## src/rtl/edge_detect_multi.sv

```systemverilog
// edge_detect_multi: per-channel synchroniser, optional glitch filter and
// Moore edge FSM that turns level changes into one-cycle ticks.
//
// Ports:
//   clk       single clock, rising-edge flops
//   reset_n   asynchronous active-low reset
//   level     raw input levels, one bit per channel
//   mode      per-channel 2-bit mode: 00 off, 01 rise, 10 fall, 11 both
//   tick      one-cycle edge event per channel
//   edge_dir  1 = rising, 0 = falling (valid while tick is high)
//   any_tick  OR of tick
//   level_q   conditioned level that each FSM tracks
//
// Build option: define GLITCH_FILTER_EN to insert a per-channel
// stability filter of FILT_CYCLES cycles between the synchroniser and the FSM.
module edge_detect_multi #(
    parameter int CH          = 4,
    parameter int SYNC_STAGES = 2,
    parameter int FILT_CYCLES = 8
) (
    input  logic            clk,
    input  logic            reset_n,
    input  logic [CH-1:0]   level,
    input  logic [2*CH-1:0] mode,
    output logic [CH-1:0]   tick,
    output logic [CH-1:0]   edge_dir,
    output logic            any_tick,
    output logic [CH-1:0]   level_q
);

    typedef enum logic [1:0] {
        ZERO = 2'd0,
        RISE = 2'd1,
        ONE  = 2'd2,
        FALL = 2'd3
    } state_t;

    generate
        if (CH < 1) begin : g_bad_ch
            $error("edge_detect_multi: CH must be >= 1");
        end
        if (FILT_CYCLES < 1) begin : g_bad_filt
            $error("edge_detect_multi: FILT_CYCLES must be >= 1");
        end
    endgenerate

    // Synchroniser: s is level delayed by SYNC_STAGES flops.
    logic [CH-1:0] s;

    generate
        if (SYNC_STAGES == 0) begin : g_nosync
            assign s = level;
        end else begin : g_sync
            logic [CH-1:0] chain [SYNC_STAGES];

            always_ff @(posedge clk or negedge reset_n) begin
                if (!reset_n) begin
                    for (int k = 0; k < SYNC_STAGES; k++) begin
                        chain[k] <= '0;
                    end
                end else begin
                    chain[0] <= level;
                    for (int k = 1; k < SYNC_STAGES; k++) begin
                        chain[k] <= chain[k-1];
                    end
                end
            end

            assign s = chain[SYNC_STAGES-1];
        end
    endgenerate

`ifdef GLITCH_FILTER_EN
    // The filtered level only follows s once s has disagreed with it for
    // FILT_CYCLES consecutive samples; any agreement restarts the count.
    localparam int CW = $clog2(FILT_CYCLES + 1);
    localparam logic [CW-1:0] CNT_LAST = CW'(FILT_CYCLES - 1);

    logic [CW-1:0] cnt [CH];
    logic [CH-1:0] filt;

    always_ff @(posedge clk or negedge reset_n) begin
        if (!reset_n) begin
            filt <= '0;
            for (int i = 0; i < CH; i++) begin
                cnt[i] <= '0;
            end
        end else begin
            for (int i = 0; i < CH; i++) begin
                if (s[i] == filt[i]) begin
                    cnt[i] <= '0;
                end else if (cnt[i] == CNT_LAST) begin
                    filt[i] <= s[i];
                    cnt[i]  <= '0;
                end else begin
                    cnt[i] <= cnt[i] + CW'(1);
                end
            end
        end
    end

    assign level_q = filt;
`else
    assign level_q = s;
`endif

    // Per-channel Moore FSM. RISE and FALL each last exactly one cycle,
    // which is what makes the tick a single-cycle pulse.
    state_t st [CH];

    always_ff @(posedge clk or negedge reset_n) begin
        if (!reset_n) begin
            for (int i = 0; i < CH; i++) begin
                st[i] <= ZERO;
            end
        end else begin
            for (int i = 0; i < CH; i++) begin
                case (st[i])
                    ZERO:    st[i] <= level_q[i] ? RISE : ZERO;
                    RISE:    st[i] <= level_q[i] ? ONE  : FALL;
                    ONE:     st[i] <= level_q[i] ? ONE  : FALL;
                    FALL:    st[i] <= level_q[i] ? RISE : ZERO;
                    default: st[i] <= ZERO;
                endcase
            end
        end
    end

    // Mode gates the outputs only, so changing it never disturbs tracking.
    always_comb begin
        tick     = '0;
        edge_dir = '0;
        for (int i = 0; i < CH; i++) begin
            edge_dir[i] = (st[i] == RISE);
            tick[i]     = ((st[i] == RISE) && mode[2*i])
                       || ((st[i] == FALL) && mode[2*i+1]);
        end
    end

    assign any_tick = |tick;

endmodule

```

## config.mk

```make
export PLATFORM = sky130hd
export DESIGN_NAME = edge_detect_multi
export DESIGN_NICKNAME = d
export VERILOG_FILES = /design/src/rtl/edge_detect_multi.sv
export SDC_FILE = /design/constraint.sdc
export NUM_CORES = 1
export LEC_CHECK = 0
export BUFFER_PORTS_ARGS = -buffer_cell sky130_fd_sc_hd__buf_2
export CAP_MARGIN = 40
export CORE_MARGIN = 1
export CORE_UTILIZATION = 44
export DETAILED_ROUTE_END_ITERATION = 10
export PLACE_DENSITY = 0.76
export REMOVE_ABC_BUFFERS = 1
export SETUP_SLACK_MARGIN = 0.02
export SKIP_CTS_REPAIR_TIMING = 1
export SYNTH_ARGS = -nofsm -noshare
export SYNTH_HDL_FRONTEND = slang
export SYNTH_SLANG_ARGS = --single-unit
```

## constraint.sdc

```tcl
create_clock -name clk -period 1.68 [get_ports clk]
set_input_delay 0.168 -clock clk [delete_from_list [all_inputs] [get_ports clk]]
set_output_delay 0.168 -clock clk [all_outputs]
set_load 0.01 [all_outputs]
```

==> results.cfg <==
[outcome]
outcome = complete, but fails checks
violations = setup timing

[placed_design]
globalplace.congestion = 0.579
place.detailed.hpwl_um = 687
port_buffers = 26
detailedPlace.worstSlack_ns = 0.0602
detailed_place.area_um2 = 757

[critical_path]
r2r_end = st[2]
endpoint_kind = output port
worst-r2r-cell-count = 3
critPathMaxFanout = 2
crit_path_start_kind = flip-flop
path_class = flip-flop to output port
worstSetupPathDepth = 4
launch_instance_of_the_worst_register_to_register_path = st[3]
worst-endpoint-required_ns = 1.51
worst_path_max_delay_cell = or4_1
critical-path-max-stage-delay_ns = 0.51
r2r_setup_slack_ns = 0.73
crit_arrival_ns = 1.74
crit_family = simple AND/OR/NAND/NOR gates
crit_start = st[2]
path_cells = ha_1, a22o_1, or4_1, buf_2
path_buf_inv = 1

[finish]
insertedDiodeCount = 0
finalInstanceArea_um2 = 861
fillerInstances = 107
final_core_utilization = 0.653
number_of_nets_at_the_end_of_the_flow = 99
area_growth_pct = 34.9
post_route_cells_drive_above_1_share = 0.447

[clock_tree]
clk_transition_reported_paths_ns = 0.09
cts-root-to-sink-buffers = 2
tritoncts = built
cts.sink_count = 16
insertion_delay_ns = 0.28
number_of_buffers_created_by_cts = 3
htreeDepth = 1
clock-root-buffer = clkbuf_4

[sta]
timing.setup.tns_ns = -0.231
grt_setup_unrepaired = true
final_max_slew_viol_count = 0
timing_hold_violations_final = 0
worst_slew_margin_rel = 0.782
worst_clock_skew_ns = 0.00240
timing.hold.ws_ns = 0.312
finalWorstPathRequiredPeriod_ns = 1.91
final.setup.worst_slack_ns = -0.231
setup_viol_count_final = 1
fmax_ghz = 0.523
worst-slew-pin-transition_ns = 0.327
min_period_over_period = 1.14

[logic_synthesis]
syn-cell-area_um2 = 638
synth_top_cell_area_share = 0.627
postSynthAreaPerCell_um2 = 14.2
cells_after_synthesis = 45
yosys-top-cells-area = dfrtp_1 63%, ha_1 16%, a22o_1 5.5%, xnor2_1 5.5%, buf_4 4.7%
yosysWarnings = 0
synth_top_cells_by_count = 16 x dfrtp_1, 8 x ha_1, 8 x inv_1
postSynthRegisterBits = 16
register_area_share_after_synthesis = 0.627
synth_top_cell_by_area = dfrtp_1
yosysMostFrequentCell = dfrtp_1
post_synth_num_cell_types = 7
edff_count_synth = 0
ys_async_sr_fraction = 1.00
synth_ff_type = dfrtp_1

[route]
drt-initial-drc-count = 5
post-route-drc-count = 0
route.detailed.vias_per_inst = 4.53
drt_pass1_iterations = 2
detailroute.via_count = 412
finalWirelength_um = 892
wl_per_cell_um = 9.80
postRouteAntennaNets = 0

[global_route]
first_global_vias = 305
antenna_found_initial = 0
grt_first_pass_wirelength_um = 1110
busiest_layer = met2
use_met1 = 0.103
grt_remaining_overflow = 0
grtUsageMet2 = 0.202
grt_max_degree = 17
global_route.usage.met3 = 0.0333
globalRouteTotalUtil = 0.114

[power]
cellLeakagePower_nw = 0.464
vdd_drop_max_uv = 734
cellPowerDensity_mw_per_mm2 = 1700

[worst_hold_path]
worstHoldPathType = input port to async pin

[die]
ioPinCount = 27
start_util = 0.484
dieArea_mm2 = 0.00161
placement_rows = 13
core_region_area_mm2 = 0.00132
die_h_um = 40.1
die_width_um = 40.1

[flow_run]
max_cap_viol_count = 0
## where the power goes
group / leakage (nW) / total [mW] / switching, mW / internal, mW
clock: 0.0210 / 0.244 / 0.112 / 0.132
sequential: 0.186 / 0.576 / 0.0698 / 0.506
combinational: 0.257 / 0.646 / 0.308 / 0.338
## worst max path at each step
stage	to	slack (ns)
after floorplan	any_tick	0.07
after global placement	any_tick	0.10
after detailed placement	any_tick	0.06
after CTS	any_tick	-0.26
after global routing	any_tick	-0.32
final	any_tick	-0.23
## registers in the layout, summed over array words and instances, names as in the netlist
register,count
g_sync.chain,4
level_q,4
st,8
## layout make-up
cell class	instances	area, um2	area share
timing repair buffer	31	180	0.209
multi-input combinational	17	195	0.227
sequential	16	400	0.465
tap	15	18.8	0.0218
inverter	8	30.0	0.0349
clock buffer	4	36.3	0.0422
## worst reg2reg max path: cells and delay by family (launching register included)
family                     cells  cell delay, ns
DFF                            1            0.40
adders and majority gates      1            0.27
xor gates and xnor gates       1            0.12
buffers and inverters          1            0.06
## cells in the final DEF, fill, tap and decap left out, types with 2 or more instances in the layout
master / netlist / final
buf_2: 0 / 26
ha_1: 8 / 5
inv_1: 8 / 7
dfrtp_1: 16 / 16
clkbuf_4: 0 / 3
a22o_1: 4 / 4
ha_2: 0 / 2
xnor2_1: 4 / 4
dlygate4sd3_1: 0 / 5
## per-layer routing
| layer | routed length, um | part of all wire |
|---|---|---|
| met1 | 341 | 0.38 |
| met3 | 54 | 0.061 |
| met5 | 0 | 0 |
| met4 | 19 | 0.021 |
| met2 | 477 | 0.53 |
## cells by family after synthesis
family / count (synthesis) / synth area share
compound gates: 4 / 0.0549
buf+inv: 12 / 0.0941
simple gates: 1 / 0.0118
fa+ha+maj: 8 / 0.157
flops: 16 / 0.627
xor+xnor: 4 / 0.0549
## through the flow
step / instances / power, mW
final: 91 / 1.47
after global placement: 82 / 1.13
after global routing: 91 / 1.62
after detailed placement: 82 / 1.18
after CTS: 86 / 1.42
after floorplan: 41 / 0.985
(Power assumes the default switching activity.)
